## config.mk

```make
export PLATFORM = sky130hd
export DESIGN_NAME = srambank_ctrl_256x4x74_flat
export DESIGN_NICKNAME = d
export VERILOG_FILES = /design/src/rtl/srambank_ctrl_256x4x74_if.sv /design/src/rtl/srambank_ctrl_256x4x74.sv /design/src/flat_wrapper.sv
export SDC_FILE = /design/constraint.sdc
export NUM_CORES = 1
export LEC_CHECK = 0
export CAP_MARGIN = 20
export CORE_MARGIN = 10
export CORE_UTILIZATION = 40
export CTS_CLUSTER_DIAMETER = 30
export DETAILED_ROUTE_END_ITERATION = 8
export HOLD_SLACK_MARGIN = 0.02
export PLACE_DENSITY = 0.68
export SYNTH_ARGS = -nofsm -noshare
export SYNTH_HDL_FRONTEND = slang
export SYNTH_SLANG_ARGS = --single-unit
export TNS_END_PERCENT = 10
```

## constraint.sdc

```tcl
create_clock -name clk -period 5.6 [get_ports clk]
set_clock_uncertainty 0.15 [all_clocks]
set_input_delay 1.12 -clock clk [delete_from_list [all_inputs] [get_ports clk]]
set_output_delay 1.12 -clock clk [all_outputs]
set_load 0.03 [all_outputs]
```

## src/rtl/srambank_ctrl_256x4x74_if.sv

```systemverilog
// Request/response handshake bundle between a client (master) and the bank controller (slave).
`timescale 1ns/1ps
interface srambank_ctrl_256x4x74_if #(
    parameter int AW = 10,
    parameter int DW = 74
);
    logic          req_valid;
    logic          req_ready;
    logic          req_write;
    logic [AW-1:0] req_addr;
    logic [DW-1:0] req_wdata;
    logic          rsp_valid;
    logic          rsp_ready;
    logic [DW-1:0] rsp_data;

    modport master (
        output req_valid, req_write, req_addr, req_wdata, rsp_ready,
        input  req_ready, rsp_valid, rsp_data
    );

    modport slave (
        input  req_valid, req_write, req_addr, req_wdata, rsp_ready,
        output req_ready, rsp_valid, rsp_data
    );
endinterface

```

## src/rtl/srambank_ctrl_256x4x74.sv

```systemverilog
// In-order request queue and pin driver for srambank_256x4x74_6t122; returns read data
// on a valid/ready response channel three cycles after an uncontended accept.
`timescale 1ns/1ps
module srambank_ctrl_256x4x74 #(
    parameter int AW     = 10,
    parameter int DW     = 74,
    parameter int QDEPTH = 2
) (
    input  logic                   clk,
    input  logic                   rst_n,
    srambank_ctrl_256x4x74_if.slave bus,
    output logic [AW-1:0]          ADDRESS,
    output logic [DW-1:0]          wd,
    output logic                   banksel,
    output logic                   read,
    output logic                   write,
    input  logic [DW-1:0]          dataout,
    output logic                   busy
);
    localparam int PW = $clog2(QDEPTH);
    localparam int CW = PW + 1;
    localparam int EW = 1 + AW + DW;
    localparam logic [CW-1:0] QDEPTH_C = CW'(QDEPTH);

    logic [EW-1:0] fifo_mem [QDEPTH];

    logic [PW-1:0] wr_ptr_q, wr_ptr_d;
    logic [PW-1:0] rd_ptr_q, rd_ptr_d;
    logic [CW-1:0] count_q, count_d;
    logic          ready_en_q;
    logic [AW-1:0] address_q, address_d;
    logic [DW-1:0] wd_q, wd_d;
    logic          read_q, read_d;
    logic          write_q, write_d;
    logic          rd_s2_q, rd_s2_d;
    logic          rsp_valid_q, rsp_valid_d;
    logic [DW-1:0] rsp_data_q, rsp_data_d;

    logic          req_ready_w;
    logic          push;
    logic          issue;
    logic [EW-1:0] head;
    logic          head_write;
    logic [AW-1:0] head_addr;
    logic [DW-1:0] head_wdata;

    // ready_en_q keeps req_ready low until the first edge after reset release
    assign req_ready_w = ready_en_q & (count_q < QDEPTH_C);
    assign push        = bus.req_valid & req_ready_w;

    assign head       = fifo_mem[rd_ptr_q];
    assign head_write = head[EW-1];
    assign head_addr  = head[AW+DW-1:DW];
    assign head_wdata = head[DW-1:0];

    // A read may only go out once the previous read has left the pipeline and its
    // response slot is free (or being freed this edge); writes never wait.
    assign issue = (count_q != '0) &
                   (head_write | (~read_q & ~rd_s2_q & (~rsp_valid_q | bus.rsp_ready)));

    always_ff @(posedge clk) begin
        if (push) begin
            fifo_mem[wr_ptr_q] <= {bus.req_write, bus.req_addr, bus.req_wdata};
        end
    end

    always_comb begin
        wr_ptr_d    = wr_ptr_q;
        rd_ptr_d    = rd_ptr_q;
        count_d     = count_q;
        address_d   = address_q;
        wd_d        = wd_q;
        read_d      = 1'b0;
        write_d     = 1'b0;
        rd_s2_d     = read_q;
        rsp_valid_d = rsp_valid_q;
        rsp_data_d  = rsp_data_q;

        if (push) begin
            wr_ptr_d = wr_ptr_q + PW'(1);
        end
        if (issue) begin
            rd_ptr_d  = rd_ptr_q + PW'(1);
            address_d = head_addr;
            read_d    = ~head_write;
            write_d   = head_write;
            if (head_write) begin
                wd_d = head_wdata;
            end
        end
        if (push && !issue) begin
            count_d = count_q + CW'(1);
        end else if (!push && issue) begin
            count_d = count_q - CW'(1);
        end

        if (rd_s2_q) begin
            rsp_valid_d = 1'b1;
            rsp_data_d  = dataout;
        end else if (rsp_valid_q && bus.rsp_ready) begin
            rsp_valid_d = 1'b0;
        end
    end

    always_ff @(posedge clk or negedge rst_n) begin
        if (!rst_n) begin
            wr_ptr_q    <= '0;
            rd_ptr_q    <= '0;
            count_q     <= '0;
            ready_en_q  <= 1'b0;
            address_q   <= '0;
            wd_q        <= '0;
            read_q      <= 1'b0;
            write_q     <= 1'b0;
            rd_s2_q     <= 1'b0;
            rsp_valid_q <= 1'b0;
            rsp_data_q  <= '0;
        end else begin
            wr_ptr_q    <= wr_ptr_d;
            rd_ptr_q    <= rd_ptr_d;
            count_q     <= count_d;
            ready_en_q  <= 1'b1;
            address_q   <= address_d;
            wd_q        <= wd_d;
            read_q      <= read_d;
            write_q     <= write_d;
            rd_s2_q     <= rd_s2_d;
            rsp_valid_q <= rsp_valid_d;
            rsp_data_q  <= rsp_data_d;
        end
    end

    assign bus.req_ready = req_ready_w;
    assign bus.rsp_valid = rsp_valid_q;
    assign bus.rsp_data  = rsp_data_q;

    assign ADDRESS = address_q;
    assign wd      = wd_q;
    assign read    = read_q;
    assign write   = write_q;
    assign banksel = read_q | write_q;
    assign busy    = (count_q != '0) | read_q | write_q | rd_s2_q | rsp_valid_q;
endmodule

```

## src/flat_wrapper.sv

```systemverilog
// flat-port wrapper written by rule: the top's interface ports become plain ports
module srambank_ctrl_256x4x74_flat 
#(
    parameter int AW     = 10,
    parameter int DW     = 74,
    parameter int QDEPTH = 2
)
  (clk, rst_n, ADDRESS, wd, banksel, read, write, dataout, busy, bus_req_valid, bus_req_write, bus_req_addr, bus_req_wdata, bus_rsp_ready, bus_req_ready, bus_rsp_valid, bus_rsp_data);
  srambank_ctrl_256x4x74_if #(.AW(AW), .DW(DW)) bus_i ();
  input  logic clk;
  input  logic rst_n;
  output logic [AW-1:0] ADDRESS;
  output logic [DW-1:0] wd;
  output logic banksel;
  output logic read;
  output logic write;
  input  logic [DW-1:0] dataout;
  output logic busy;
  input wire logic [$bits(bus_i.req_valid)-1:0] bus_req_valid;
  input wire logic [$bits(bus_i.req_write)-1:0] bus_req_write;
  input wire logic [$bits(bus_i.req_addr)-1:0] bus_req_addr;
  input wire logic [$bits(bus_i.req_wdata)-1:0] bus_req_wdata;
  input wire logic [$bits(bus_i.rsp_ready)-1:0] bus_rsp_ready;
  output wire logic [$bits(bus_i.req_ready)-1:0] bus_req_ready;
  output wire logic [$bits(bus_i.rsp_valid)-1:0] bus_rsp_valid;
  output wire logic [$bits(bus_i.rsp_data)-1:0] bus_rsp_data;
  assign bus_i.req_valid = bus_req_valid;
  assign bus_i.req_write = bus_req_write;
  assign bus_i.req_addr = bus_req_addr;
  assign bus_i.req_wdata = bus_req_wdata;
  assign bus_i.rsp_ready = bus_rsp_ready;
  assign bus_req_ready = bus_i.req_ready;
  assign bus_rsp_valid = bus_i.rsp_valid;
  assign bus_rsp_data = bus_i.rsp_data;
  srambank_ctrl_256x4x74 #(.AW(AW), .DW(DW), .QDEPTH(QDEPTH)) u_core (.clk(clk), .rst_n(rst_n), .bus(bus_i), .ADDRESS(ADDRESS), .wd(wd), .banksel(banksel), .read(read), .write(write), .dataout(dataout), .busy(busy));
endmodule
```

==> Word level (Yosys, flattened, before mapping) <==
Memory sizes are Yosys's and may differ from the RTL's.
Index checks and enable logic that the tools add are counted.
{ "word_totals": {"input_bits": 163, "output_inout_bits": 164, "memories": 1, "elab_cells": 50, "ramBits": 170, "regBits": 167} }
{ "memory_table": {"columns": ["memory", "words", "word_bits", "rd", "rd_ports_with_merged_regs", "wr", "line", "text"], "rows": [
  ["u_core.fifo_mem", 2, 85, 1, 0, 1, "srambank_ctrl_256x4x74.sv:25", "logic [EW-1:0] fifo_mem [QDEPTH];"]
]} }
{ "classes": {"addsub": 4, "bitwise_logic": 16, "muxes": 8, "magnitude_cmp": 1, "n_reduce_logical": 9} }
{ "ops": {"columns": ["cell", "n"], "rows": [
  ["$or A1 B1 Y1", 7],
  ["$mux W1", 6],
  ["$reduce_bool A2 Y1", 3],
  ["$and A1 B1 Y1", 5],
  ["$mux W2", 2],
  ["$not A1 Y1", 4],
  ["$logic_and A1 B1 Y1", 3],
  ["$add A1 B1 Y1 const B", 2],
  ["$add A2 B1 Y2 const B", 1],
  ["$logic_not A1 Y1", 2],
  ["$lt A2 B2 Y1 const B", 1],
  ["$reduce_and A2 Y1", 1],
  ["$sub A2 B1 Y2 const B", 1]
]} }

==> Logic depth before layout (Yosys ltp) <==
{ "depth": {"depth_word": 8, "ltp_mapped": 9, "depth_no_buf": 7} }

==> Worst setup path before layout <==
Ideal clock, no wire load.
{ "synth_timing": {"kind": "input to register", "start": "input port bus_req_valid", "end": "memory u_core.fifo_mem[0][0] in the netlist's numbering, enable pin", "arrival_ns": 4.782, "slack_ns": 0.138, "cell_stages": 2, "cell_sequence": "nand2_1 > nor2_1"} }
{ "synth_between": {"elab_chain_cells": 3} }
{ "synth_rtl": {"columns": ["element", "line", "text"], "rows": [
  ["start, declared", "flat_wrapper.sv:19", "input wire logic [$bits(bus_i.req_valid)-1:0] bus_req_valid;"],
  ["$and A1 B1 Y1", "srambank_ctrl_256x4x74.sv:49", "assign push = bus.req_valid & req_ready_w;"],
  ["$mux W1", "srambank_ctrl_256x4x74.sv:62", "if (push) begin"],
  ["$mux W1 (implied by the code)", "srambank_ctrl_256x4x74.sv:63", "fifo_mem[wr_ptr_q] <= {bus.req_write, bus.req_addr, bus.req_wdata};"],
  ["end, declared", "srambank_ctrl_256x4x74.sv:25", null]
]} }
Every way passes these cells.

==> Worst setup path after layout <==
{ "layout_timing": {"start": "register u_core.read_q, in the netlist u_core.read", "end": "output port busy"} }
{ "layout_between": {"elab_chain_cells": 4} }
{ "layout_rtl": {"columns": ["element", "line", "text"], "rows": [
  ["start, declared", "srambank_ctrl_256x4x74.sv:33", "logic read_q, read_d;"],
  ["start signal, assigned", "srambank_ctrl_256x4x74.sv:125", "read_q <= read_d;"],
  ["$or A1 B1 Y1 (4 in a row)", "srambank_ctrl_256x4x74.sv:142", "assign busy = (count_q != '0) | read_q | write_q | rd_s2_q | rsp_valid_q;"],
  ["end, declared", "flat_wrapper.sv:18", "output logic busy;"]
]} }
Every way passes these cells.

==> results.json <==
{
  "period_share": 0.600,
  "routed_wl_um": 31100,
  "vias": 6906,
  "avgSynthCellArea_um2": 19.9,
  "fin_tns_setup_ns": 0,
  "grt_busiest_layer": "met2",
  "grt_setup_unrepaired": "no",
  "groute.usage.overall": 0.156,
  "drv_slew": 0,
  "grt_util_met2": 0.263,
  "yosysWarnings": 0,
  "initialDrtViolationCount": 335,
  "numClockSinks": 337,
  "rows": 64,
  "worstHoldPathType": "register to register",
  "cts_resized": 0,
  "endpoint_kind": "output pin",
  "cts_root_buffer": "clkbuf_16",
  "cp_cell_sequence": "or2_2, nor3_1, nand2_1, clkdlybuf4s50_1",
  "ctsHoldBuffers": 0,
  "floorplan.initialDensity": 0.408,
  "remaining_drc_errors": 0,
  "drv_cap": 0,
  "startpoint_type": "register",
  "grt_pass1_wl_um": 46600,
  "dp_hpwl_um": 21200,
  "final_area_um2": 18600,
  "h-tree-depth": 3,
  "cts_buffer_depth": 3,
  "n_fill_cell": 2303,
  "tritoncts": "built",
  "worst-setup-path-type": "register to output pin",
  "io-pin-count": 327,
  "postPlaceCellArea_um2": 16300,
  "clk_latency_ns": 0.53,
  "worst_pin_slew_ns": 1.05,
  "outcome": "completed",
  "seq_area_frac_synth": 0.738,
  "grtUsageMet1": 0.190,
  "path_max_fanout": 4,
  "report.final.setup_viol": 0,
  "finalNetCount": 1175,
  "overflow": 0,
  "synth_area_um2": 12600,
  "drive_gt1_frac": 0.347,
  "grt_pass1_vias": 7514,
  "synth_seq_cells": 337,
  "wl_per_cell_um": 21.3,
  "period_minus_slack_ns": 3.36,
  "slowest_stage": "clkdlybuf4s50_1",
  "fmax_ghz": 0.298,
  "ys_types": 25,
  "required_ns": 4.33,
  "viasPerCell": 4.73,
  "place_congestion": 0.766,
  "area_growth_pct": 47.6,
  "met3_usage": 0.0468,
  "drtPass1Iterations": 5,
  "fp.dieArea_um2": 38900,
  "die_y_um": 197,
  "cts.reportedPaths.clkPinSlew_ns": 0.04,
  "slew_headroom": 0.299,
  "p_leak_nw": 7.17,
  "holdWs_ns": 0.272,
  "vdd_drop_max_v": 0.000335,
  "syn_nets": 796,
  "cts_buffers": 69,
  "netlist_instances": 632,
  "fp.coreArea_um2": 30800,
  "worst_ep_arrival_time_ns": 2.09,
  "antenna_found_initial": 2,
  "final_hold_viol_count": 0,
  "slowest_delay_ns": 0.63,
  "die-width_um": 197,
  "post_cts_buffers": 0,
  "power.density_nw_per_um2": 675,
  "port-buffer-count": 326,
  "ant_nets": 0,
  "crit_buf_inv": 1,
  "crit_family": "buffers and inverters",
  "grt_max_degree": 87
}
-- per-layer routing --
| metal | up-vias | wire (um) | share of wire |
|---|---|---|---|
| met1 | 3490 | 12600 | 0.41 |
| met4 | 2 | 512 | 0.016 |
| met5 | - | 12 | 0.00039 |
| li1 | 3147 | - | - |
| met2 | 228 | 15900 | 0.51 |
| met3 | 39 | 2090 | 0.067 |
-- power by group --
part	leakage [nW]	internal, mW	total, mW	switching (mW)
clock	1.12	2.73	3.99	1.26
combinational	2.55	2.31	4.68	2.37
sequential	3.50	3.40	3.86	0.467
total	7.17	8.44	12.5	4.10
-- stage by stage --
stage | instances | util | power [mW] | worst slack (ns)
floorplan | 632 | - | 6.78 | 0.138
global placement | 1334 | 0.527 | 8.56 | 1.97
detailed placement | 1335 | 0.527 | 8.64 | 1.91
CTS | 1459 | 0.602 | 12.7 | 2.22
global route | 1461 | 0.602 | 13.1 | 2.17
finish | 1461 | 0.602 | 12.5 | 2.24
-- layout make-up --
class,count,area (um2),share of cell area
Tap cell,396,495,0.0267
Sequential cell,337,9290,0.500
Multi-Input combinational cell,265,3100,0.167
Clock buffer,86,1820,0.0981
Timing Repair Buffer,336,3360,0.181
Antenna cell,1,2.50,0.000135
Inverter,2,7.51,0.000404
Clock inverter,38,488,0.0263
-- flip-flops by register name (all words and copies together) (netlist names), 2 cells and up --
signal,cells
u_core.fifo_mem,170
u_core.wd,74
u_core.count_q,2
u_core.ADDRESS,10
u_core.bus.rsp_data,74
-- cells in the mapped netlist, drive strengths merged --
cell type  number  area [um2]
edfxtp        170        5100
xor2            3        26.3
o21bai          1        7.51
ha              1        12.5
dfrtp         167        4180
inv             2        7.51
and3            1        6.26
buf            21         176
nand2           2        7.51
clkbuf          7        26.3
nor3            1        5.00
xnor2           2        17.5
mux2i           1        22.5
nor2b           2        12.5
nor2            4        17.5
conb            1        3.75
mux2          242        2910
nor4b           1        8.76
o32ai           1        16.3
or2             2        12.5
-- worst register-to-register path: stages (launching register included) --
cell     delay (ns)
dfrtp_1        0.41
nor2b_1        0.26
and3_4         0.93
buf_4          0.45
-- path summary, 6_finish.rpt --
path / start / end / slack, ns / depth (start not counted)
max: u_core.read / busy / 2.24 / 4
min: u_core.read / u_core.rd_s2_q / 0.27 / 0
max reg2reg: u_core.count_q[1] / u_core.fifo_mem[1][19] / 3.09 / 3
min reg2reg: u_core.read / u_core.rd_s2_q / 0.27 / 0
max in group asynchronous: rst_n / u_core.bus.rsp_data[5] / 3.61 / 2
min in group asynchronous: rst_n / u_core.wd[26] / 0.54 / 1
-- cells in the final DEF (no fill, tap or decap), drive strengths merged, types with 3 or more instances in the layout --
cell,count
nor2,4
dfrtp,167
buf,11
clkinv,16
clkbuf,86
mux2,242
clkdlybuf4s50,325
inv,10
xor2,3
bufinv,9
edfxtp,170
clkinvlp,5
-- kinds of logic (layout without fill, tap and decap cells) --
family | count (synthesis) | count (layout) | share of synthesized area
buf+inv | 30 | 462 | 0.0167
fa+ha+maj | 1 | 1 | 0.000994
simple gates | 13 | 13 | 0.00557
xor+xnor | 5 | 5 | 0.00348
flops | 337 | 337 | 0.738
other cells | 1 | 2 | 0.000298
compound gates | 2 | 2 | 0.00189
mux | 243 | 243 | 0.233
Power figures use the tool's default switching activity.
